===== src/rtl/elevator_dispatcher.sv =====
// Four-floor elevator dispatcher: latches floor calls, steers the car with stop_go/up_down, times door stops.
// Optional move watchdog enabled by defining MOVE_WDOG_EN.
module elevator_dispatcher #(
  parameter int DOOR_CYCLES = 8,
  parameter int WDOG_CYCLES = 64
) (
  input  logic       CLK,
  input  logic       RST,
  input  logic       call_valid,
  input  logic [1:0] call_floor,
  output logic       call_ready,
  input  logic [2:0] current_floor,
  output logic       stop_go,
  output logic       up_down,
  output logic       door_open,
  output logic       served_valid,
  output logic [1:0] served_floor,
  output logic       fault
);

  typedef enum logic [2:0] {S_IDLE, S_MOVE_UP, S_MOVE_DOWN, S_DOOR, S_FAULT} state_t;

  state_t     state_q, state_d;
  logic [3:0] pending_q, pending_d;
  logic       dir_q, dir_d;
  logic [7:0] door_cnt_q, door_cnt_d;
  logic       stop_go_q, stop_go_d, up_down_q, up_down_d, door_open_q, door_open_d;
  logic       served_valid_q, served_valid_d, fault_q, fault_d, call_ready_q, call_ready_d;
  logic [1:0] served_floor_q, served_floor_d;

`ifdef MOVE_WDOG_EN
  localparam int WW = $clog2(WDOG_CYCLES + 1);
  logic [WW-1:0] wdog_q, wdog_d;
  logic [2:0]    cf_prev_q;
`endif

  function automatic logic [3:0] above_mask(input logic [1:0] f);
    return 4'b1110 << f;
  endfunction

  function automatic logic [3:0] below_mask(input logic [1:0] f);
    return (4'b0001 << f) - 4'd1;
  endfunction

  logic [1:0] cf;
  logic       legal, acc, absorb;
  logic [3:0] pend_v;
  logic       here_above, here_below, door_above, door_below;
  logic       go_door, go_up, go_down, go_idle;

  always_comb begin
    cf         = current_floor[1:0];
    legal      = !current_floor[2];
    acc        = call_valid && call_ready_q;
    // While the door is open, a call for the floor being served is simply absorbed.
    absorb     = (state_q == S_DOOR) && (call_floor == served_floor_q);
    pend_v     = pending_q | ((acc && !absorb) ? (4'b0001 << call_floor) : 4'b0000);
    here_above = |(pend_v & above_mask(cf));
    here_below = |(pend_v & below_mask(cf));
    door_above = |(pend_v & above_mask(served_floor_q));
    door_below = |(pend_v & below_mask(served_floor_q));

    state_d        = state_q;
    pending_d      = pend_v;
    dir_d          = dir_q;
    door_cnt_d     = door_cnt_q;
    stop_go_d      = stop_go_q;
    up_down_d      = up_down_q;
    door_open_d    = 1'b0;
    served_valid_d = 1'b0;
    served_floor_d = served_floor_q;
    fault_d        = fault_q;
    go_door        = 1'b0;
    go_up          = 1'b0;
    go_down        = 1'b0;
    go_idle        = 1'b0;

    case (state_q)
      S_IDLE: if (legal) begin
        if (pend_v[cf])                    go_door = 1'b1;
        else if (here_above && here_below) begin
          go_up   = dir_q;
          go_down = !dir_q;
        end
        else if (here_above)               go_up   = 1'b1;
        else if (here_below)               go_down = 1'b1;
      end
      S_MOVE_UP: if (legal) begin
        if (pend_v[cf])       go_door = 1'b1;
        else if (cf == 2'd3)  go_idle = 1'b1;
      end
      S_MOVE_DOWN: if (legal) begin
        if (pend_v[cf])       go_door = 1'b1;
        else if (cf == 2'd0)  go_idle = 1'b1;
      end
      S_DOOR: begin
        door_open_d = 1'b1;
        if (door_cnt_q != 8'd0) door_cnt_d = door_cnt_q - 8'd1;
        else if (dir_q ? door_above : door_below) begin
          go_up   = dir_q;
          go_down = !dir_q;
        end
        else if (dir_q ? door_below : door_above) begin
          go_up   = !dir_q;
          go_down = dir_q;
        end
        else go_idle = 1'b1;
      end
      S_FAULT: begin
        pending_d   = 4'b0000;
        stop_go_d   = 1'b0;
      end
      default: state_d = S_IDLE;
    endcase

    if (go_door) begin
      state_d          = S_DOOR;
      pending_d        = pend_v & ~(4'b0001 << cf);
      served_valid_d   = 1'b1;
      served_floor_d   = cf;
      door_cnt_d       = 8'(DOOR_CYCLES - 1);
      stop_go_d        = 1'b0;
      door_open_d      = 1'b1;
    end
    if (go_up) begin
      state_d     = S_MOVE_UP;
      stop_go_d   = 1'b1;
      up_down_d   = 1'b1;
      dir_d       = 1'b1;
      door_open_d = 1'b0;
    end
    if (go_down) begin
      state_d     = S_MOVE_DOWN;
      stop_go_d   = 1'b1;
      up_down_d   = 1'b0;
      dir_d       = 1'b0;
      door_open_d = 1'b0;
    end
    if (go_idle) begin
      state_d     = S_IDLE;
      stop_go_d   = 1'b0;
      door_open_d = 1'b0;
    end

`ifdef MOVE_WDOG_EN
    // Count cycles spent moving without the car reporting a new floor.
    wdog_d = '0;
    if ((state_q == S_MOVE_UP || state_q == S_MOVE_DOWN) && state_d == state_q) begin
      wdog_d = (current_floor != cf_prev_q) ? '0 : wdog_q + 1'b1;
      if (wdog_d == WW'(WDOG_CYCLES)) begin
        state_d     = S_FAULT;
        stop_go_d   = 1'b0;
        door_open_d = 1'b0;
        fault_d     = 1'b1;
        pending_d   = 4'b0000;
        wdog_d      = '0;
      end
    end
`endif

    call_ready_d = (state_d != S_FAULT);
  end

  always_ff @(posedge CLK) begin
    if (!RST) begin
      state_q        <= S_IDLE;
      pending_q      <= 4'b0000;
      dir_q          <= 1'b1;
      door_cnt_q     <= 8'd0;
      stop_go_q      <= 1'b0;
      up_down_q      <= 1'b0;
      door_open_q    <= 1'b0;
      served_valid_q <= 1'b0;
      served_floor_q <= 2'd0;
      fault_q        <= 1'b0;
      call_ready_q   <= 1'b1;
    end else begin
      state_q        <= state_d;
      pending_q      <= pending_d;
      dir_q          <= dir_d;
      door_cnt_q     <= door_cnt_d;
      stop_go_q      <= stop_go_d;
      up_down_q      <= up_down_d;
      door_open_q    <= door_open_d;
      served_valid_q <= served_valid_d;
      served_floor_q <= served_floor_d;
      fault_q        <= fault_d;
      call_ready_q   <= call_ready_d;
    end
  end

`ifdef MOVE_WDOG_EN
  always_ff @(posedge CLK) begin
    if (!RST) begin
      wdog_q    <= '0;
      cf_prev_q <= 3'd0;
    end else begin
      wdog_q    <= wdog_d;
      cf_prev_q <= current_floor;
    end
  end
  assign fault = fault_q;
`else
  assign fault = 1'b0;
`endif

  assign call_ready   = call_ready_q;
  assign stop_go      = stop_go_q;
  assign up_down      = up_down_q;
  assign door_open    = door_open_q;
  assign served_valid = served_valid_q;
  assign served_floor = served_floor_q;

endmodule


===== config.mk =====
export PLATFORM = sky130hd
export DESIGN_NAME = elevator_dispatcher
export DESIGN_NICKNAME = d
export VERILOG_FILES = /design/src/rtl/elevator_dispatcher.sv
export SDC_FILE = /design/constraint.sdc
export NUM_CORES = 1
export LEC_CHECK = 0
export CORE_ASPECT_RATIO = 2
export CORE_UTILIZATION = 45
export CTS_CLUSTER_DIAMETER = 80
export DETAILED_ROUTE_END_ITERATION = 8
export PLACE_DENSITY = 0.73
export SYNTH_ARGS = -nofsm -noshare
export SYNTH_HDL_FRONTEND = slang
export SYNTH_SLANG_ARGS = --single-unit

===== constraint.sdc =====
create_clock -name CLK -period 2.6 [get_ports CLK]
set_input_delay 0.26 -clock CLK [delete_from_list [all_inputs] [get_ports CLK]]
set_output_delay 0.26 -clock CLK [all_outputs]
set_load 0.01 [all_outputs]

==> impl_metrics.py <==
metrics = {
    "run_status": {
        "status": "completed",
    },
    "clock_tree": {
        "clockRootBuffer": "clkbuf_8",
        "clk_latency_ns": 0.27,
        "cts_resized": 0,
        "post-cts-setup-buffers": 0,
        "cts_tree": "done",
        "cts_hold_buffers": 0,
        "cts_buffers": 3,
        "htree_num_levels": 1,
        "clkSlewWorstSetupHoldPaths_ns": 0.08,
        "cts_buffer_depth": 2,
        "clkSinkCount": 23,
    },
    "die": {
        "die_y_um": 80.81,
        "start_util_pct": 47.49,
        "core_um2": 2943,
        "io_pins": 16,
        "die_w_um": 41.41,
        "die_area_um2": 3346,
        "num_rows": 28,
    },
    "synthesis": {
        "synthArstFlopShare_pct": 0,
        "synth_edf_count": 0,
        "synth_area_um2": 1398,
        "ys_top_cells_by_count": "23 x dfxtp_1, 18 x nor2_1, 14 x nand2_1, 11 x nor3_1",
        "syn-num-nets": 171,
        "avgSynthCellArea_um2": 8.627,
        "synthFlopType": "dfxtp_1",
        "synth_cell_types": 53,
        "yosysTopAreaCell": "dfxtp_1",
        "yosysMostFrequentCell": "dfxtp_1",
        "yosys_register_bits": 23,
        "synthCells": 162,
        "synth_top_area_share_pct": 32.95,
        "yosysSeqAreaShare_pct": 32.95,
        "yosys_warnings": 0,
        "synthTopCellsByArea": "dfxtp_1 33%, nor2_1 4.8%, nor3_1 3.9%, nand2_1 3.8%, o21ai_0 3.2%",
    },
    "setup_path": {
        "crit_family": "compound AO/OA/AOI/OAI gates",
        "cpPeakStageDelay_ns": 0.52,
        "cp_num_buf_inv": 0,
        "startpoint_type": "register",
        "worstPathRequired_ns": 2.78,
        "r2r_cells": 7,
        "r2r_start": "state_q[2]",
        "worstPathArrival_ns": 2.61,
        "path_cells": "and3b_1 -> a41o_1 -> mux4_2 -> nand3_2 -> o32ai_1 -> a211o_2 -> a2111oi_4",
        "criticalPathCategory": "register to register",
        "critPathMaxFanout": 7,
        "slowest_stage": "mux4_2",
        "regToRegSetupSlack_ns": 0.17,
        "r2r_end": "door_open",
        "end_kind": "register",
    },
    "timing": {
        "whs_ns": 0.5311,
        "drv_slew": 0,
        "min_period_ns": 2.426,
        "rsz0062_at_grt": "false",
        "setup_ws_ns": 0.1737,
        "setup_tns_ns": 0,
        "skew_ns": 0.004383,
        "timing.final.crit_share_pct": 93.32,
        "hold_viol": 0,
        "slew_headroom_pct": 65.59,
        "timing.fmax_ghz": 0.4121,
        "worst_slew_pin_slew_ns": 0.5162,
        "setup_viol": 0,
    },
    "place": {
        "hpwl_um": 2790,
        "io_buffers": 14,
        "gp_congestion": 0.9356,
        "pre_cts_ws_ns": -0.06421,
        "placed_area_um2": 1580,
    },
    "global_routing": {
        "grt_max_degree": 15,
        "gr-usage-all-layers_pct": 22.31,
        "grt-ovfl-total": 0,
        "grt_pass1_wl_um": 5602,
        "grt_pass1_vias": 1300,
        "antenna_found_initial": 0,
    },
    "power_and_ir_drop": {
        "vdd_drop_max_v": 0.0004197,
        "total_power_mw": 0.8303,
        "p_comb_share_pct": 24.8,
        "swShare_pct": 30.14,
        "leakage_nw": 0.6097,
        "seq_power_share_pct": 47.7,
        "power.density_nw_per_um2": 509.7,
        "switching_power_mw": 0.2502,
        "power.internal_mw": 0.5800,
        "clkPwrFrac_pct": 27.6,
    },
    "hold_path": {
        "hold_end": "up_down",
        "min_from": "up_down",
        "hold_depth": 2,
        "min_path_type": "register to register",
    },
    "route": {
        "dr.pass1.iters": 4,
        "drt-initial-drc-count": 53,
        "drc": 0,
        "vias": 1328,
        "wirelength_um": 3507,
        "postRouteAntennaNets": 0,
        "wire_per_inst_um": 16.39,
        "vias_per_cell": 6.206,
    },
    "job": {
        "cap_violations": 0,
    },
    "cells_and_area": {
        "n_fill_cell": 277,
        "drive_above_1_share_pct": 16.85,
        "nets": 194,
        "diodes": 0,
        "area_growth_pct": 16.56,
        "post-route-cell-area_um2": 1629,
    },
}
[worst max path at each step]
stage / start / end / slack, ns / cells after the start
floorplan: served_floor[1] / dir_q / 0.23 / 8
global placement: call_valid / door_open / 0.008 / 8
detailed placement: call_valid / door_open / -0.06 / 8
CTS: state_q[2] / door_open / 0.19 / 7
global route: call_valid / door_open / 0.04 / 8
finish: state_q[2] / door_open / 0.17 / 7
[layout make-up]
| type | instances | area, um2 | area share, % |
|---|---|---|---|
| Clock buffer | 3 | 41.29 | 2.535 |
| Clock inverter | 1 | 7.507 | 0.4608 |
| Sequential cell | 23 | 460.4 | 28.26 |
| Timing Repair Buffer | 24 | 215.2 | 13.21 |
| Tap cell | 30 | 37.54 | 2.304 |
| Multi-Input combinational cell | 124 | 833.3 | 51.15 |
| Inverter | 9 | 33.78 | 2.074 |
[per-stage QoR]
| stage | cells | util (%) |
|---|---|---|
| 6_report | 214 | 55.36 |
| 5_1_grt | 214 | 55.36 |
| 4_1_cts | 214 | 55.36 |
| 3_5_place_dp | 210 | 53.70 |
| 3_3_place_gp | 210 | 53.70 |
| 2_1_floorplan | 162 | - |
[registers in the layout, indices dropped and copies added, names as in the netlist]
name,count
served_valid,1
pending_q,4
stop_go,1
call_ready,1
door_cnt_q,8
served_floor,2
dir_q,1
state_q,3
up_down,1
door_open,1
[cells by family (layout without fill, tap and decap cells)]
group                    Yosys count  count (layout)  synth area share [%]
AO/OA/AOI/OAI                     44              44                 24.26
XOR/XNOR                           6               6                 3.760
adder cells (fa/ha/maj)            1               1                0.8951
buffers and inverters             15              37                 7.431
flip-flops                        23              23                 32.95
multiplexers                       3               3                 3.044
other                              1               1                0.2683
AND/OR/NAND/NOR                   69              69                 27.40
[routing by layer]
metal  vias to the layer above  track usage [%]  share of wire (%)  wire length [um]
met5                         -                0                  0                 0
met4                         0            18.71                5.8               204
met3                        17            3.333                3.4               119
met2                        40            44.84                 58              2029
met1                       637            17.57                 33              1154
li1                        634                -                  -                 -
[power groups by stage]
stage | logic (mW) | registers [mW] | clock network [mW]
floorplan | 0.132 | 0.400 | 0
global placement | 0.200 | 0.403 | 0
detailed placement | 0.203 | 0.403 | 0
CTS | 0.204 | 0.395 | 0.236
global route | 0.223 | 0.398 | 0.251
finish | 0.206 | 0.396 | 0.229
[worst register-to-register path: stages (launching register included)]
cell,delay [ns]
dfxtp_1,0.43
and3b_1,0.28
a41o_1,0.28
mux4_2,0.52
nand3_2,0.13
o32ai_1,0.11
a211o_2,0.33
a2111oi_4,0.26
[cell usage in the layout, fill, tap and decap left out, drive strengths merged, types with 2 or more instances in the layout]
master         Yosys  final
and2b              2      2
a2bb2oi            2      2
clkbuf             2      3
and4b              2      2
nor2              19     19
o21ai              9      9
xnor2              4      4
a31oi              3      3
inv                9      9
clkdlybuf4s50      0     14
nor4               3      3
buf                3     10
nand2             14     14
o22ai              2      2
a311oi             3      3
dfxtp             23     23
and3b              2      2
mux2i              2      2
a21oi              5      5
o2bb2ai            5      5
nand3b             2      2
and2               4      4
nor2b              3      3
nor3              11     11
o21a               2      2
xor2               2      2
Power figures use the tool's default switching activity.
